### src/rtl/fast_to_slow_pkg.sv
// Shared types and constants for the fast_to_slow event-rate converter.
// Holds the default counter width, the replay pacing states and a max-count helper.
package fast_to_slow_pkg;

    localparam int DEFAULT_CNT_W = 8;

    // The replay output is high for exactly one slow period, then low for at least one.
    typedef enum logic {
        PACE_LOW  = 1'b0,
        PACE_HIGH = 1'b1
    } pace_state_t;

    function automatic int unsigned cnt_max(input int unsigned width);
        return (32'd1 << width) - 32'd1;
    endfunction

endpackage

### src/rtl/fast_to_slow_rise_detect.sv
// Registered 0->1 detector: one-cycle pulse, one cycle after a rising level is sampled.
// A level already high when reset releases is reported as a rise.
module rise_detect (
    input  logic clk_a,
    input  logic rst_a,
    input  logic level,
    output logic rise
);

    logic level_q;

    // NOTE: non-blocking assignments here ensure rise uses the previous level_q, not the new one.
    always_ff @(posedge clk_a or posedge rst_a) begin
        if (rst_a) begin
            level_q <= 1'b0;
            rise    <= 1'b0;
        end else begin
            level_q <= level;
            rise    <= level & ~level_q;
        end
    end

endmodule

### src/rtl/fast_to_slow.sv
// Converts rising edges of a fast-domain level into a slow_en-paced pulse train via a saturating pending counter.
// Optional sticky overflow output `ovf` is enabled by defining FAST_TO_SLOW_OVF_EN.
module fast_to_slow
    import fast_to_slow_pkg::*;
#(
    parameter int CNT_W = DEFAULT_CNT_W
) (
    input  logic clk_a,
    input  logic rst_a,
    input  logic slow_en,
    input  logic signal,
    output logic pulse_a,
    output logic pulse_b,
    output logic busy
`ifdef FAST_TO_SLOW_OVF_EN
    ,
    output logic ovf
`endif
);

    localparam logic [CNT_W-1:0] PEND_MAX = CNT_W'(cnt_max(CNT_W));
    localparam logic [CNT_W-1:0] PEND_ONE = CNT_W'(1);

    pace_state_t      pace_q;
    pace_state_t      pace_d;
    logic [CNT_W-1:0] pending;
    logic [CNT_W-1:0] pending_d;
    logic             pending_nz;
    logic             launch;

    rise_detect u_rise (
        .clk_a (clk_a),
        .rst_a (rst_a),
        .level (signal),
        .rise  (pulse_a)
    );

    assign pending_nz = (pending != '0);

    // NOTE: every always_comb output gets a default first so no path leaves it unassigned (no latches).
    always_comb begin
        pace_d = pace_q;
        launch = 1'b0;
        if (slow_en) begin
            if (pace_q == PACE_HIGH) begin
                pace_d = PACE_LOW;
            end else if (pending_nz) begin
                pace_d = PACE_HIGH;
                launch = 1'b1;
            end
        end
    end

    // An arriving event at full count is dropped unless a launch frees a slot in the same cycle.
    always_comb begin
        pending_d = pending;
        case ({pulse_a, launch})
            2'b10:   if (pending != PEND_MAX) pending_d = pending + PEND_ONE;
            2'b01:   pending_d = pending - PEND_ONE;
            default: pending_d = pending;
        endcase
    end

    always_ff @(posedge clk_a or posedge rst_a) begin
        if (rst_a) begin
            pace_q  <= PACE_LOW;
            pending <= '0;
        end else begin
            pace_q  <= pace_d;
            pending <= pending_d;
        end
    end

    assign pulse_b = (pace_q == PACE_HIGH);
    assign busy    = pending_nz | pulse_b;

`ifdef FAST_TO_SLOW_OVF_EN
    logic drop;

    assign drop = pulse_a & ~launch & (pending == PEND_MAX);

    always_ff @(posedge clk_a or posedge rst_a) begin
        if (rst_a) begin
            ovf <= 1'b0;
        end else if (drop) begin
            ovf <= 1'b1;
        end
    end
`endif

endmodule

### config.mk
export PLATFORM = sky130hd
export DESIGN_NAME = fast_to_slow
export DESIGN_NICKNAME = d
export VERILOG_FILES = /design/src/rtl/fast_to_slow_pkg.sv /design/src/rtl/fast_to_slow_rise_detect.sv /design/src/rtl/fast_to_slow.sv
export SDC_FILE = /design/constraint.sdc
export NUM_CORES = 1
export LEC_CHECK = 0
export CAP_MARGIN = 20
export CORE_UTILIZATION = 35
export CTS_CLUSTER_DIAMETER = 80
export CTS_CLUSTER_SIZE = 20
export DETAILED_ROUTE_END_ITERATION = 16
export PLACE_DENSITY = 0.5
export SETUP_SLACK_MARGIN = 0.4
export SYNTH_ARGS = -nofsm -noshare
export SYNTH_HDL_FRONTEND = slang
export SYNTH_SLANG_ARGS = --single-unit
### constraint.sdc
create_clock -name clk_a -period 3.35 [get_ports clk_a]
set_input_delay 0.67 -clock clk_a [delete_from_list [all_inputs] [get_ports clk_a]]
set_output_delay 0.67 -clock clk_a [all_outputs]
set_load 0.02 [all_outputs]
==> results.toml, run 1 <==
[setup_path]
slowest_stage = "clkdlybuf4s50_1"
cp.required_ns = 3.52
path_common_cell = "o21a_1"
cp-start-kind = "input port"
crit_arrival_ns = 2.99
cpLargestDelayFamily = "compound AO/OA/AOI/OAI gates"
critPathBufInv = 3
cp_max_fo = 7
path_cells = "clkdlybuf4s50_1 -> inv_1 -> a211o_2 -> nor2_4 -> buf_6 -> ha_4 -> o21a_1 -> o31a_1 -> o21a_1 -> or3_1 -> a31o_1"
critical_path_class = "in -> reg"
max_stage_delay_ns = 0.47
endpoint_kind = "register"

[sta]
rsz0062_at_grt = "no"
setup_viol = 0
worstMarginPinSlew_ns = 0.413
max_freq_ghz = 0.354
max-slew-margin-rel_pct = 72.4
skew_ns = 0.00394
fin_crit_sh_pct = 84.4
fin_crit_ns = 2.83
setup_tns_ns = 0
drv_slew = 0
final_hold_viol_count = 0

[clock_tree]
postCtsHoldBufs = 0
post-cts-setup-buffers = 0
cts_root_buffer = "clkbuf_4"
clkTransAtPathRegs_ns = 0.07
cts_tree = "built"
htree_levels = 1
cts_buffers = 3
worstSkewPairLatency_ns = 0.27
cts_max_path_buffers = 2
cts_sinks = 11

[placed_design]
placed_area_sq_um = 808
portBuffers = 6
place_congestion = 0.746
place_hpwl_mm = 1.03

[floorplanning]
num_io_pins = 7
die_w_microns = 47.1
die_area_sq_um = 2220
rows = 15
die_h_microns = 47.1
coreArea_sq_um = 1820
start_util_pct = 39.2

[yosys]
ys.flop_type = "dfrtp_1"
yosys.area.top_type = "dfrtp_1"
synth_nets = 85
synth_edf_count = 0
synth-seq-area-share_pct = 38.6
synthTopCellsByArea = "dfrtp_1 (39%), ha_1 (11%), a21oi_1 (5.6%), inv_1 (3.7%), nor2_1 (3.7%)"
synth_top_area_share_pct = 38.6
ys_top_cells_by_count = "dfrtp_1 (11), a21oi_1 (8), inv_1 (7), nor2_1 (7), ha_1 (6)"
mappedNetlistArea_sq_um = 713
synthDistinctLibCells = 26
synthesis.instances = 74
yosysWarnings = 0
async_flop_share_pct = 100
ys_seq_elements = 11
yosysMostFrequentCell = "dfrtp_1"
synth.avg_cell_area_sq_um = 9.64

[outcome]
status = "finished clean"

[worst_hold_path]
hold_class = "reg -> reg"

[cells_and_area]
syn_to_final_growth_pct = 24.6
stdcell_area_sq_um = 888
diodes = 0
drive_above_1_share_pct = 16.5
fin_nets = 97

[grt]
antenna_found_initial = 0
grt_pass1_wl_mm = 2.17
grtUsageMet1_pct = 19.4
gr-usage-all-layers_pct = 14.4
grt_max_degree = 12
busiest_layer = "met2"
grt_remaining_overflow = 0
grt_use_met2_pct = 20.8
grt_pass1_vias = 509
met3_usage_pct = 6.92

[routing]
routed_wl_mm = 1.31
drcViolationCount = 0
first_iter_violations = 7
wl_per_cell_microns = 11.9
vias_per_cell = 5.18
ant_nets = 0
drt_pass1_iterations = 6
vias = 570

[flow_run]
cap_violations = 0

[power_and_ir_drop]
ir_drop_mv = 0.483
powerDensity_nw_per_um2 = 802
p_leak_nw = 0.371
layout by cell type (no fill, tap or decap):
cell type	n
and3b_1	1
nor2b_1	2
mux2_2	1
o31a_1	1
ha_1	3
clkbuf_4	3
fa_2	1
mux2i_2	1
o21a_1	2
nor4_1	2
o21ai_0	4
xor2_1	2
mux2i_1	1
nor2b_2	1
clkbuf_1	1
nand2_1	1
buf_4	1
dfrtp_1	11
a31o_1	1
nor2_4	1
xnor2_1	3
nand4_1	3
clkdlybuf4s50_1	6
a21oi_1	8
nand3_1	3
inv_1	7
a211o_2	1
buf_6	1
or3_1	1
a21o_1	1
nor2_1	6
a31oi_1	1
ha_4	3
logic make-up (layout without fill, tap and decap cells):
family | count (synthesis) | count (layout) | share of synthesized area (%)
AOI/OAI and AO/OA | 19 | 19 | 16.3
xor gates and xnor gates | 5 | 5 | 6.14
adders and majority gates | 7 | 7 | 13.3
buffers and inverters | 8 | 19 | 5.26
DFF | 11 | 11 | 38.6
muxes | 3 | 3 | 4.91
and+or+nand+nor | 21 | 21 | 15.4
routing by layer:
metal | wire [microns] | up-vias
li1 | - | 285
met1 | 640 | 269
met2 | 590 | 12
met3 | 61 | 4
met4 | 15 | 0
met5 | 0 | -
cell type report:
type	instances	area, sq um
clock buffers	4	26.3
fillers	183	932
inverters	7	26.3
multi-input cells	55	450
flip-flops and latches	11	275
well taps	25	31.3
repair buffers	8	78.8
metrics by stage:
stage	setup slack, ns	hold WS, ns	util, %	cells	power (mW)
floorplan	0.528	0.378	-	74	0.507
global route	0.401	0.409	48.8	110	0.784
CTS	0.424	0.397	45.8	110	0.675
detailed placement	0.135	0.387	44.4	106	0.580
global placement	0.145	0.384	44.4	106	0.575
finish	0.524	0.392	48.8	110	0.712
state kept, by name (all words and copies together) (netlist names):
name            flops
pending             8
u_rise.level_q      1
u_rise.rise         1
pulse_b             1
power breakdown:
part / internal [mW] / switching, mW / leakage [nW]
Clock: 0.0462 / 0.0444 / 0.0150
Combinational: 0.192 / 0.174 / 0.229
Sequential: 0.186 / 0.0702 / 0.127
Total: 0.424 / 0.288 / 0.371
path summary, 6_finish.rpt:
check | from | end | slack [ns] | depth (start not counted)
max | slow_en | pending[6] | 0.52 | 11
min | u_rise.level_q | u_rise.rise | 0.39 | 1
max reg2reg | pending[1] | pending[6] | 0.63 | 11
min reg2reg | u_rise.level_q | u_rise.rise | 0.39 | 1
max in group asynchronous | rst_a | pending[4] | 2.38 | 2
min in group asynchronous | rst_a | pending[1] | 0.68 | 2
repair_timing:
item	4_1_cts	5_1_grt
gates resized for setup	0	8
hold endpoints to repair	0	0
setup endpoints to repair	0	1
Note: power is estimated with default switching activity, not from simulation.
==> run 2, diff against run 1 <==
--- a/config.mk
+++ b/config.mk
@@ -10,7 +10,7 @@
 export CTS_CLUSTER_DIAMETER = 80
 export CTS_CLUSTER_SIZE = 20
 export DETAILED_ROUTE_END_ITERATION = 16
-export PLACE_DENSITY = 0.5
+export PLACE_DENSITY = 0.52
 export SETUP_SLACK_MARGIN = 0.4
 export SYNTH_ARGS = -nofsm -noshare
 export SYNTH_HDL_FRONTEND = slang
==> constraint.sdc (replaced) <==
create_clock -name clk_a -period 2.5 [get_ports clk_a]
set_input_delay 0.5 -clock clk_a [delete_from_list [all_inputs] [get_ports clk_a]]
set_output_delay 0.5 -clock clk_a [all_outputs]
set_load 0.02 [all_outputs]
==> run 2 against run 1 <==
  * The flow now finishes with violations (setup timing)
  * Die area unchanged
  * Cell count increased by 24%
  * Power increased by 94%
  * Sequential share of layout area decreased by 7.6 points
  * Via count increased by 22%
  * Critical path depth decreased by 2
  * Clock skew decreased by 0.00067 ns
  * Global-route usage increased by 5.6 points
  * First-iteration DRC count decreased by 14%
  * Non-clock buffer count increased by 26
  * Wire length increased by 45%
  * Critical path type is now reg -> reg
  * Largest power group unchanged
==> results.toml, run 2 (synthesis results as in run 1) <==
[cells_and_area]
syn_to_final_growth_pct = 64.9
drive_above_1_share_pct = 46.8
diodes = 0
fillCellCount = 152
largest_reg_flops = 8
most-common-layout-cells = "buf_4 (23), dfrtp_1 (11), nor2_1 (6), inv_1 (6), a21oi_1 (6)"
stdcell_area_sq_um = 1180
top_register = "pending"
final_common_cell = "buf_4"
fin_nets = 123

[placed_design]
place_hpwl_mm = 1.23
place_congestion = 0.760
placed_area_sq_um = 971
portBuffers = 6

[sta]
max-slew-margin-rel_pct = 72.2
fin_crit_ns = 2.58
worstMarginPinSlew_ns = 0.417
final_hold_viol_count = 0
setup_tns_ns = -0.0845
layout_setup_ws_ns = -0.0845
skew_ns = 0.00326
drv_slew = 0
rsz0062_at_grt = "yes"
fin_crit_sh_pct = 103
max_freq_ghz = 0.387
setup_viol = 1

[routing]
drcViolationCount = 0
routed_wl_mm = 1.90
drt_pass1_iterations = 4
first_iter_violations = 6
vias_per_cell = 5.11
wl_per_cell_microns = 14.0
ant_nets = 0
vias = 695

[floorplanning]
num_io_pins = 7
coreArea_sq_um = 1820
rows = 15
die_h_microns = 47.1
start_util_pct = 39.2
die_w_microns = 47.1
die_area_sq_um = 2220

[clock_tree]
cts_sinks = 11
cts_max_path_buffers = 2
htree_levels = 1
worstSkewPairLatency_ns = 0.27
clkTransAtPathRegs_ns = 0.07
cts_tree = "built"
postCtsHoldBufs = 0
cts_root_buffer = "clkbuf_4"
cts_buffers = 3

[grt]
antenna_found_initial = 0
grt_pass1_wl_mm = 2.93
grt_max_degree = 12
grt_pass1_vias = 643
grt_remaining_overflow = 0
gr-usage-all-layers_pct = 20.0

[setup_path]
endpoint_kind = "register"
crit_arrival_ns = 2.75
cp-start-kind = "register"
cp_max_fo = 5
cp.required_ns = 2.66
critical_path_class = "reg -> reg"

[power_and_ir_drop]
powerDensity_nw_per_um2 = 1170
p_leak_nw = 0.520
ir_drop_mv = 0.714

[flow_run]
cap_violations = 0

[worst_hold_path]
hold_class = "reg -> reg"

[outcome]
violations = "setup timing"
status = "finished with violations"
==> run 2: cell count changes in the layout (fill, tap and decap cells not counted), sizes merged <==
cell and change:
buf +26, clkdlybuf4s50 -2, clkbuf +1, dlygate4sd2 +1
==> run 2: worst paths after layout <==
path                                     start           to  slack, ns  cells after the start
min in group asynchronous                rst_a   pending[4]       0.52                      2
worst min register to register  u_rise.level_q  u_rise.rise       0.40                      1
worst min-delay path            u_rise.level_q  u_rise.rise       0.40                      1
max in group asynchronous                rst_a   pending[1]       1.69                      2
worst max-delay path                pending[0]   pending[6]      -0.08                      9
worst max register to register      pending[0]   pending[6]      -0.08                      9
==> run 2: worst max-delay path, cell delays in order, from the launching register on <==
cell and delay (ns):
dfrtp_1 0.43, nor4_4 0.07, a211o_2 0.36, nor2_4 0.20, ha_4 0.23, nor2b_2 0.15
o31a_1 0.25, o21a_1 0.20, or3_1 0.37, a31o_1 0.22
==> run 2: report_power, final <==
group | internal, mW | total (mW) | leakage [nW] | switching, mW
clock network | 0.0619 | 0.121 | 0.0150 | 0.0593
logic | 0.523 | 0.931 | 0.378 | 0.408
registers | 0.249 | 0.326 | 0.127 | 0.0774
total | 0.834 | 1.38 | 0.520 | 0.545
==> run 2: final cells by class <==
class                           instances  area [sq um]  share of cell area [%]
Clock buffer                            4          26.3                    2.23
Inverter                                7          26.3                    2.23
Multi-Input combinational cell         55           534                    45.4
Sequential cell                        11           275                    23.4
Tap cell                               25          31.3                    2.66
Timing Repair Buffer                   34           283                    24.0
==> run 2: through the flow <==
| step | instances | setup WS [ns] | total power, mW | utilization, % | hold WS, ns |
|---|---|---|---|---|---|
| detailed placement | 123 | -0.422 | 0.987 | 53.3 | 0.391 |
| global placement | 123 | -0.386 | 0.992 | 53.3 | 0.385 |
| floorplan | 74 | 0.0664 | 0.710 | - | 0.352 |
| CTS | 134 | -0.0875 | 1.25 | 61.3 | 0.401 |
| global route | 136 | -0.180 | 1.49 | 64.6 | 0.406 |
| finish | 136 | -0.0845 | 1.38 | 64.6 | 0.398 |
==> run 2: routing by layer <==
metal  up-vias  global-route usage, %  share of wire (%)
met4         0                   8.57                2.5
met5         -                      0                  0
met2        14                   32.2                 49
li1        338                      -                  -
met3         6                   6.92                3.7
met1       337                   24.3                 45
==> run 2: what timing repair did <==
item,CTS,global route
buffers inserted,7,2
pin swaps,16,13
gates resized for setup,14,11
setup endpoints to repair,7,7
==> run 3, diff against run 2 <==
--- a/config.mk
+++ b/config.mk
@@ -12,6 +12,8 @@
 export DETAILED_ROUTE_END_ITERATION = 16
 export PLACE_DENSITY = 0.52
 export SETUP_SLACK_MARGIN = 0.4
+export SKIP_CTS_REPAIR_TIMING = 1
+export SLEW_MARGIN = 5
 export SYNTH_ARGS = -nofsm -noshare
 export SYNTH_HDL_FRONTEND = slang
 export SYNTH_SLANG_ARGS = --single-unit
==> run 3 against run 2 <==
  * The run still ends with setup timing left
  * Core utilization decreased by 4.6 points
  * Wire length shrank 17%
  * Non-clock buffer count shrank 7
  * Largest cell class unchanged
  * Largest power group unchanged
  * Highest routed layer unchanged
==> results.toml, run 3 (synthesis results as in run 1) <==
[cells_and_area]
fin_nets = 116
syn_to_final_growth_pct = 53.2
largest_reg_flops = 8
final_common_cell = "buf_4"
diodes = 0
stdcell_area_sq_um = 1090
top_register = "pending"
drive_above_1_share_pct = 38.5
final_util_pct = 60.0
most-common-layout-cells = "buf_4 (20), dfrtp_1 (11), a21oi_1 (7)"
fin_cells = 129
fillCellCount = 162

[sta]
setup_viol = 1
fin_crit_sh_pct = 102
drv_slew = 0
layout_setup_ws_ns = -0.0540
max-slew-margin-rel_pct = 72.1
skew_ns = 0.00597
fin_crit_ns = 2.55
setup_tns_ns = -0.0540
worstMarginPinSlew_ns = 0.419
final_hold_viol_count = 0
rsz0062_at_grt = "yes"
max_freq_ghz = 0.392

[placed_design]
placed_cells = 123
portBuffers = 6
placed_area_sq_um = 971
place_congestion = 0.760
place_hpwl_mm = 1.23
place_worst_setup_slack_ns = -0.422

[clock_tree]
worstSkewPairLatency_ns = 0.27
clkTransAtPathRegs_ns = 0.07
cts_tree = "built"
cts_buffers = 3
htree_levels = 1
cts_root_buffer = "clkbuf_4"
cts_max_path_buffers = 2
cts_sinks = 11

[setup_path]
crit_arrival_ns = 2.72
path_cells = "nor4_4 -> a211o_2 -> nor2_4 -> ha_4 -> nor2b_2 -> o31a_1 -> o21a_1 -> or3_1 -> a31o_1"
max_stage_delay_ns = 0.39
cp-start-kind = "register"
cp_max_fo = 5
cp.required_ns = 2.66
endpoint_kind = "register"
slowest_stage = "dfrtp_1"
critical_path_class = "reg -> reg"

[grt]
gr-usage-all-layers_pct = 17.6
grt_max_degree = 12
antenna_found_initial = 0
grt_pass1_vias = 566
grt_pass1_wl_mm = 2.56
grt_remaining_overflow = 0

[routing]
drcViolationCount = 0
first_iter_violations = 5
vias = 639
routed_wl_mm = 1.57
vias_per_cell = 4.95
wl_per_cell_microns = 12.2
ant_nets = 0
drt_pass1_iterations = 4

[floorplanning]
coreArea_sq_um = 1820
die_w_microns = 47.1
die_h_microns = 47.1
rows = 15
start_util_pct = 39.2
die_area_sq_um = 2220
num_io_pins = 7

[power_and_ir_drop]
pwr-share-comb_pct = 64.1
ir_drop_mv = 0.729
internal-power_uw = 750
powerDensity_nw_per_um2 = 1130
p_seq_share_pct = 26.0
p_sw_uw = 485
p_leak_nw = 0.486
switching_share_pct = 39.3
pwr-share-clk_pct = 9.9

[outcome]
violations = "setup timing"
status = "finished with violations"

[flow_run]
cap_violations = 0

[worst_hold_path]
hold_class = "reg -> reg"
run 3: path summary, 6_finish.rpt:
path	start	endpoint	slack [ns]	cells after the start
max in group asynchronous	rst_a	pending[1]	1.68	2
setup / recovery	pending[7]	pending[6]	-0.05	9
setup reg to reg	pending[7]	pending[6]	-0.05	9
hold / removal	u_rise.level_q	u_rise.rise	0.40	1
min in group asynchronous	rst_a	pending[4]	0.52	2
hold reg to reg	u_rise.level_q	u_rise.rise	0.40	1
run 3: metrics by stage:
| step | hold slack [ns] | total power [mW] |
|---|---|---|
| after floorplan | 0.352 | 0.710 |
| after global placement | 0.385 | 0.992 |
| after detailed placement | 0.391 | 0.987 |
| after CTS | 0.401 | 1.12 |
| after global routing | 0.406 | 1.34 |
| final | 0.398 | 1.24 |
run 3: power by group through the flow:
| stage | Sequential [mW] | Clock, mW | Combinational [mW] |
|---|---|---|---|
| after CTS | 0.300 | 0.130 | 0.689 |
| after floorplan | 0.327 | 0 | 0.383 |
| after detailed placement | 0.303 | 0 | 0.685 |
| final | 0.321 | 0.122 | 0.793 |
| after global placement | 0.304 | 0 | 0.688 |
| after global routing | 0.330 | 0.135 | 0.874 |
run 3: routing by layer:
layer  up-vias  part of all wire (%)  track usage, %
li1        325                     -               -
met1       302                    48            23.4
met2         8                    47            24.7
met3         4                   2.6            6.92
met4         0                   1.7            8.57
met5         -                     0               0
run 3: area by class of cell:
type	instances	area (sq um)	share of cell area, %
sequential	11	275	25.2
tap	25	31.3	2.86
multi-input combinational	55	504	46.2
timing repair buffer	27	226	20.7
inverter	7	28.8	2.63
clock buffer	4	26.3	2.41
run 3: worst max-delay path, delay by kind of cell (launching register included):
kind / cells / cell delay [ns]
compound gates: 4 / 1.07
fa+ha+maj: 1 / 0.23
flops: 1 / 0.39
simple gates: 4 / 0.76
